==> src/rtl/systolic_result_drain.sv <==
// systolic_result_drain: snapshots every PE accumulator in one cycle on a
// capture request, then streams the values out in row-major order over a
// valid/ready interface. Each value is narrowed to OUT_WIDTH, with optional
// signed saturation.
module systolic_result_drain #(
   parameter int ROWS        = 4,
   parameter int COLS        = 4,
   parameter int ACCUM_WIDTH = 40,
   parameter int OUT_WIDTH   = 32,
   parameter int SATURATE    = 1,
   localparam int ROW_W      = (ROWS > 1) ? $clog2(ROWS) : 1,
   localparam int COL_W      = (COLS > 1) ? $clog2(COLS) : 1
) (
   input  logic                              clk,
   input  logic                              reset,
   input  logic                              capture,
   input  logic [ROWS*COLS*ACCUM_WIDTH-1:0]  accum_in,
   output logic                              busy,
   output logic                              out_valid,
   input  logic                              out_ready,
   output logic [OUT_WIDTH-1:0]              out_data,
   output logic [ROW_W-1:0]                  out_row,
   output logic [COL_W-1:0]                  out_col,
   output logic                              out_last,
   output logic                              done
);

   localparam int NUM   = ROWS * COLS;
   localparam int IDX_W = (NUM > 1) ? $clog2(NUM) : 1;

   typedef enum logic [1:0] {
      IDLE   = 2'd0,
      STREAM = 2'd1,
      DONE   = 2'd2
   } state_t;

   state_t state;
   state_t next_state;

   logic signed [ACCUM_WIDTH-1:0] snap [NUM];
   logic [IDX_W-1:0]              idx;
   logic [ROW_W-1:0]              row;
   logic [COL_W-1:0]              col;

   logic                          accept;
   logic                          transfer;
   logic                          at_last;
   logic signed [ACCUM_WIDTH-1:0] element;
   logic [OUT_WIDTH-1:0]          conv;

   assign accept   = (state == IDLE) && capture;
   assign transfer = (state == STREAM) && out_ready;
   assign at_last  = (idx == IDX_W'(NUM - 1));
   assign element  = snap[idx];

   // State register; reset abandons any drain in progress without a done pulse
   always_ff @(posedge clk or posedge reset) begin
      if (reset) begin
         state <= IDLE;
      end else begin
         state <= next_state;
      end
   end

   // Next state: IDLE -> STREAM on capture, STREAM -> DONE on the last transfer,
   // DONE always lasts exactly one cycle
   always_comb begin
      next_state = state;
      case (state)
         IDLE:    if (capture) next_state = STREAM;
         STREAM:  if (out_ready && at_last) next_state = DONE;
         DONE:    next_state = IDLE;
         default: next_state = IDLE;
      endcase
   end

   // Handshake outputs decoded purely from the state
   always_comb begin
      busy      = 1'b0;
      out_valid = 1'b0;
      done      = 1'b0;
      case (state)
         STREAM: begin
            busy      = 1'b1;
            out_valid = 1'b1;
         end
         DONE: begin
            busy = 1'b1;
            done = 1'b1;
         end
         default: ;
      endcase
   end

   // Snapshot registers are loaded only when a capture is accepted in IDLE,
   // so the array may be reused straight away
   always_ff @(posedge clk or posedge reset) begin
      if (reset) begin
         for (int i = 0; i < NUM; i++) begin
            snap[i] <= '0;
         end
      end else if (accept) begin
         for (int i = 0; i < NUM; i++) begin
            snap[i] <= accum_in[i*ACCUM_WIDTH +: ACCUM_WIDTH];
         end
      end
   end

   // Linear index plus separate row/column counters, advanced per transfer
   always_ff @(posedge clk or posedge reset) begin
      if (reset) begin
         idx <= '0;
         row <= '0;
         col <= '0;
      end else if (accept) begin
         idx <= '0;
         row <= '0;
         col <= '0;
      end else if (transfer && !at_last) begin
         idx <= idx + IDX_W'(1);
         if (col == COL_W'(COLS - 1)) begin
            col <= '0;
            row <= row + ROW_W'(1);
         end else begin
            col <= col + COL_W'(1);
         end
      end
   end

   // Width conversion of the current snapshot element
   generate
      if ((SATURATE != 0) && (OUT_WIDTH < ACCUM_WIDTH)) begin : g_sat
         localparam logic signed [ACCUM_WIDTH-1:0] MAX_POS =
            {{(ACCUM_WIDTH - OUT_WIDTH + 1){1'b0}}, {(OUT_WIDTH - 1){1'b1}}};
         localparam logic signed [ACCUM_WIDTH-1:0] MIN_NEG =
            {{(ACCUM_WIDTH - OUT_WIDTH + 1){1'b1}}, {(OUT_WIDTH - 1){1'b0}}};

         // Clamp to the signed OUT_WIDTH range, else keep the low bits
         always_comb begin
            conv = OUT_WIDTH'(element);
            if (element > MAX_POS) begin
               conv = {1'b0, {(OUT_WIDTH - 1){1'b1}}};
            end else if (element < MIN_NEG) begin
               conv = {1'b1, {(OUT_WIDTH - 1){1'b0}}};
            end
         end
      end else begin : g_plain
         // Signed size cast sign-extends when widening and wraps when narrowing
         assign conv = OUT_WIDTH'(element);
      end
   endgenerate

   // Data-path outputs are forced to zero whenever no word is being offered
   always_comb begin
      out_data = out_valid ? conv : '0;
      out_row  = out_valid ? row  : '0;
      out_col  = out_valid ? col  : '0;
      out_last = out_valid && at_last;
   end

endmodule

==> config.mk <==
export PLATFORM = sky130hd
export DESIGN_NAME = systolic_result_drain
export DESIGN_NICKNAME = d
export VERILOG_FILES = /design/src/rtl/systolic_result_drain.sv
export SDC_FILE = /design/constraint.sdc
export NUM_CORES = 2
export LEC_CHECK = 0
export BUFFER_PORTS_ARGS = -buffer_cell sky130_fd_sc_hd__buf_2
export CORE_ASPECT_RATIO = 1.1
export CORE_MARGIN = 2
export CORE_UTILIZATION = 35
export CTS_CLUSTER_DIAMETER = 60
export DETAILED_ROUTE_END_ITERATION = 10
export PLACE_DENSITY = 0.56
export SLEW_MARGIN = 20
export SYNTH_ARGS = -nofsm -noshare
export SYNTH_HDL_FRONTEND = slang
export SYNTH_SLANG_ARGS = --single-unit
==> constraint.sdc <==
create_clock -name clk -period 62.7 [get_ports clk]
set_input_delay 9.405 -clock clk [delete_from_list [all_inputs] [get_ports clk]]
set_output_delay 9.405 -clock clk [all_outputs]
set_load 0.01 [all_outputs]
==> Flow_metrics.wiki <==
{| class="wikitable"
! Metric !! Value
|-
| Count of final max-slew check failures || 0
|-
| Cell count after synthesis || 1753
|-
| IO Count || 684
|-
| Buffers and inverters on the worst path || 2
|-
| Post-synthesis instance area || 29200 um^2
|-
| Capture instance of the worst register-to-register path || snap[361]
|-
| Final hold vios || 0
|-
| Startpoint of the tightest hold check path || snap[178]
|-
| Register-to-Register Setup Slack || 57.20 ns
|-
| Total routed wire length on the met1 layer || 35.5 mm
|-
| Die area || 85900 um^2
|-
| Clock edge transition at the registers on the reported setup and hold paths || 0.05 ns
|-
| Post-CTS setup buffer count || 0
|-
| Aggregate global-route resource usage || 0.207
|-
| Clock latency reported for the late side of the worst-skew pair || between 0.6 and 0.7 ns
|-
| Fraction of power spent switching nets || 0.306
|-
| Via count || around 18000
|-
| # setup viols final || 0
|-
| Cell count after placement || roughly 3400
|-
| Wire length of the first global-routing pass || 132 mm
|-
| Fill cell instance count of the final layout || 7546
|-
| Buffers added on ports || about 680
|-
| Combinational group share of total power || 0.364
|-
| Category of the worst setup path launch point || register
|-
| H-tree depth || 3
|-
| Chip width || approximately 280 um
|-
| Critical path class || reg2out
|-
| Peak fanout along the critical path || 60
|-
| Final Critical Period || 14.47 ns
|-
| Share of total power in sequential cells || 0.401
|-
| Data arrival time of the critical path || 5.06 ns
|-
| Number of stages on the worst hold path || 1
|-
| Vertical die dimension || 307 um
|-
| Delay of the slowest cell on the worst path || 0.89 ns
|-
| Maximum clock rate || approximately 0.069 GHz
|-
| Max layer used || met5
|-
| Number of clock sinks seen by CTS || 650
|-
| Synthesized Nets || 2403
|-
| Measured slew at the worst slew-check pin || 1.14 ns
|-
| Clk buf depth || 3
|-
| Slowest CP cell || a211o_2
|-
| Final HPWL from detailed placement || 64.6 mm
|-
| Overflow left after global routing || 0
|-
| Pre-antenna DRT Iters || 5
|-
| Setup repair after global routing missed its margin || no
|-
| Type of the most critical hold path || reg2reg
|-
| Cell chosen for the clock root || clkbuf_16
|-
| Site row count || between 100 and 150
|-
| Detail-routed net length per standard cell || about 25 um
|-
| CP required || 53.29 ns
|-
| Gates resized, CTS repair || 0
|-
| Finished layout cell area || between 30000 and 40000 um^2
|-
| Average cell area after synthesis || 16.7 um^2
|-
| Layout net count || 3061
|-
| Switching component of the power || 0.573 mW
|-
| Total negative setup slack || 0 ns
|-
| Final core utilization || 0.436
|-
| Critical register-to-register path startpoint || state[1]
|-
| Area added between synthesis and finish || 23.8%
|-
| Result of the run || complete, no violations
|-
| Metal2 WL || 45.4 mm
|-
| Cell family with the largest share of critical-path delay || compound AO/OA/AOI/OAI gates
|-
| Sum of routed wire length over all layers || 89.5 mm
|-
| Hold Slack || roughly 0.50 ns
|-
| Remaining number of nets flagged by the antenna check after routing || 0
|-
| Per-cell via count in the routed design || roughly 5.2
|-
| Placement Setup Slack || 48.22 ns
|-
| Number of non-filler instances in the completed layout || 3567
|-
| Via count of the first global-routing pass || 20430
|-
| Hold EP || snap[178]
|-
| Crit share post-route || 0.231
|-
| Chain of cells forming the critical path || buf_4 -> mux4_1 -> a22oi_1 -> nand2_1 -> nor4_2 -> a211o_2 -> o21ai_0 -> buf_2
|-
| TritonCTS clock tree || done
|-
| Met3 wire length || 6.10 mm
|-
| Power per Cell Area || between 50 and 60 nW/um^2
|-
| Power share of the clock group || 0.235
|-
| Total power draw || between 1.5 and 2 mW
|-
| Placed standard-cell area || 33600 um^2
|-
| Total stage count of the critical path || 8
|-
| Seq cells post-synth || 650
|-
| Ratio of cells with drive above 1 in the final layout || 0.678
|-
| Internal Power || 1.30 mW
|-
| Worst setup slack after layout || between 40 and 50 ns
|-
| Pin count of the biggest net entering global routing || 138
|-
| Cells on worst reg2reg path || 8
|-
| Total of max-cap violations || 0
|-
| Distinct cell type count after synthesis || 33
|-
| Number of antenna violations at the first check in global routing || 56
|-
| Number of hold buffers added after cts || 0
|-
| Detailed Route Iter0 Violations || 948
|-
| Worst clock skew on the final layout || 0.0193 ns
|-
| Gpl congestion || 0.837
|-
| Part of the Yosys area used for sequential elements || 0.556
|-
| Maximum vdd drop || 0.0285 mV
|-
| Relative slew slack || 0.239
|-
| Initial standard-cell utilization of the core || 0.352
|-
| Leakage component of the power || 15.5 nW
|-
| Sort of element at the end of the critical path || primary output
|-
| Core Footprint || 83100 um^2
|-
| Total of warnings raised by yosys || 0
|-
| DRC violation count after routing || 0
|-
| Number of clock buffers inserted by TritonCTS || 76
|}
-- cells in the mapped netlist, drive strengths merged --
cell    number  area (um^2)
dfrtp      650        16300
mux2       640         7210
mux4       192         4340
clkbuf      99          373
nand2       43          161
o21ai       32          198
buf         30          218
a22oi       16          120
nor2        10         37.5
and2         7         43.8
ha           6         75.1
inv          4         15.0
xor2         4         35.0
mux2i        3         30.0
nand4        3         18.8
nor2b        3         18.8
a21oi        2         10.0
nand3        2         10.0
nor4         2         18.8
a211o        1         10.0
and3         1         6.26
o21a         1         7.51
o22a         1         8.76
xnor2        1         8.76
-- worst max path at each step --
stage	endpoint	slack (ns)	startpoint
2_1_floorplan	col[0]	35.08	reset
3_3_place_gp	snap[312]	48.37	capture
3_5_place_dp	snap[394]	48.22	capture
4_1_cts	out_data[15]	48.07	idx[1]
5_1_grt	out_data[15]	47.95	idx[1]
6_report	out_data[14]	48.23	idx[1]
-- kinds of logic after synthesis --
| logic type | count (synthesis) | share of synthesized area |
|---|---|---|
| compound gates | 53 | 0.0121 |
| xor+xnor | 5 | 0.00150 |
| fa+ha+maj | 6 | 0.00257 |
| buf+inv | 133 | 0.0207 |
| flops | 650 | 0.556 |
| mux | 835 | 0.396 |
| simple gates | 71 | 0.0108 |
-- state kept, by name (all words and copies together) (netlist names) --
signal,flops
row,2
idx,4
col,2
state,2
snap,640
-- worst register-to-register path: stages (launching register included) --
cell	delay, ns
dfrtp_1	0.40
inv_1	0.12
ha_1	0.21
and2_4	0.68
buf_4	0.99
buf_4	0.71
buf_4	0.92
buf_4	0.92
mux2_2	0.46
-- layout make-up --
| class | instances | area, um^2 | share of cell area |
|---|---|---|---|
| diodes | 29 | 72.6 | 0.00200 |
| well taps | 1073 | 1340 | 0.0371 |
| inverters | 4 | 22.5 | 0.000622 |
| multi-input cells | 970 | 12400 | 0.342 |
| clock inverters | 27 | 308 | 0.00850 |
| clock buffers | 105 | 2160 | 0.0598 |
| flip-flops and latches | 650 | 16300 | 0.450 |
| repair buffers | 709 | 3640 | 0.101 |
-- power groups by stage --
stage / combinational, mW / clock [mW] / sequential (mW)
after floorplan: 0.539 / 0 / 0.710
after global placement: 0.672 / 0 / 0.743
after detailed placement: 0.691 / 0 / 0.759
after CTS: 0.693 / 0.454 / 0.752
after global routing: 0.733 / 0.473 / 0.778
final: 0.682 / 0.441 / 0.752
-- cells in the final DEF (no fill, tap or decap), types with 6 or more instances in the layout --
| cell | count |
|---|---|
| o21ai_0 | 22 |
| buf_2 | 683 |
| o21ai_2 | 10 |
| mux2_2 | 640 |
| buf_4 | 21 |
| clkbuf_1 | 17 |
| nor2_1 | 10 |
| and2_1 | 6 |
| dfrtp_1 | 646 |
| clkinv_2 | 13 |
| nand2_1 | 43 |
| diode_2 | 29 |
| clkbuf_16 | 79 |
| clkbuf_8 | 9 |
| mux4_2 | 187 |
| a22oi_1 | 16 |
-- routing by layer --
layer,vias to the layer above,GRT usage
li1,7956,-
met1,9667,0.251
met2,571,0.354
met3,168,0.0602
met4,54,0.0699
met5,-,0
Note: power is estimated with default switching activity, not from simulation.
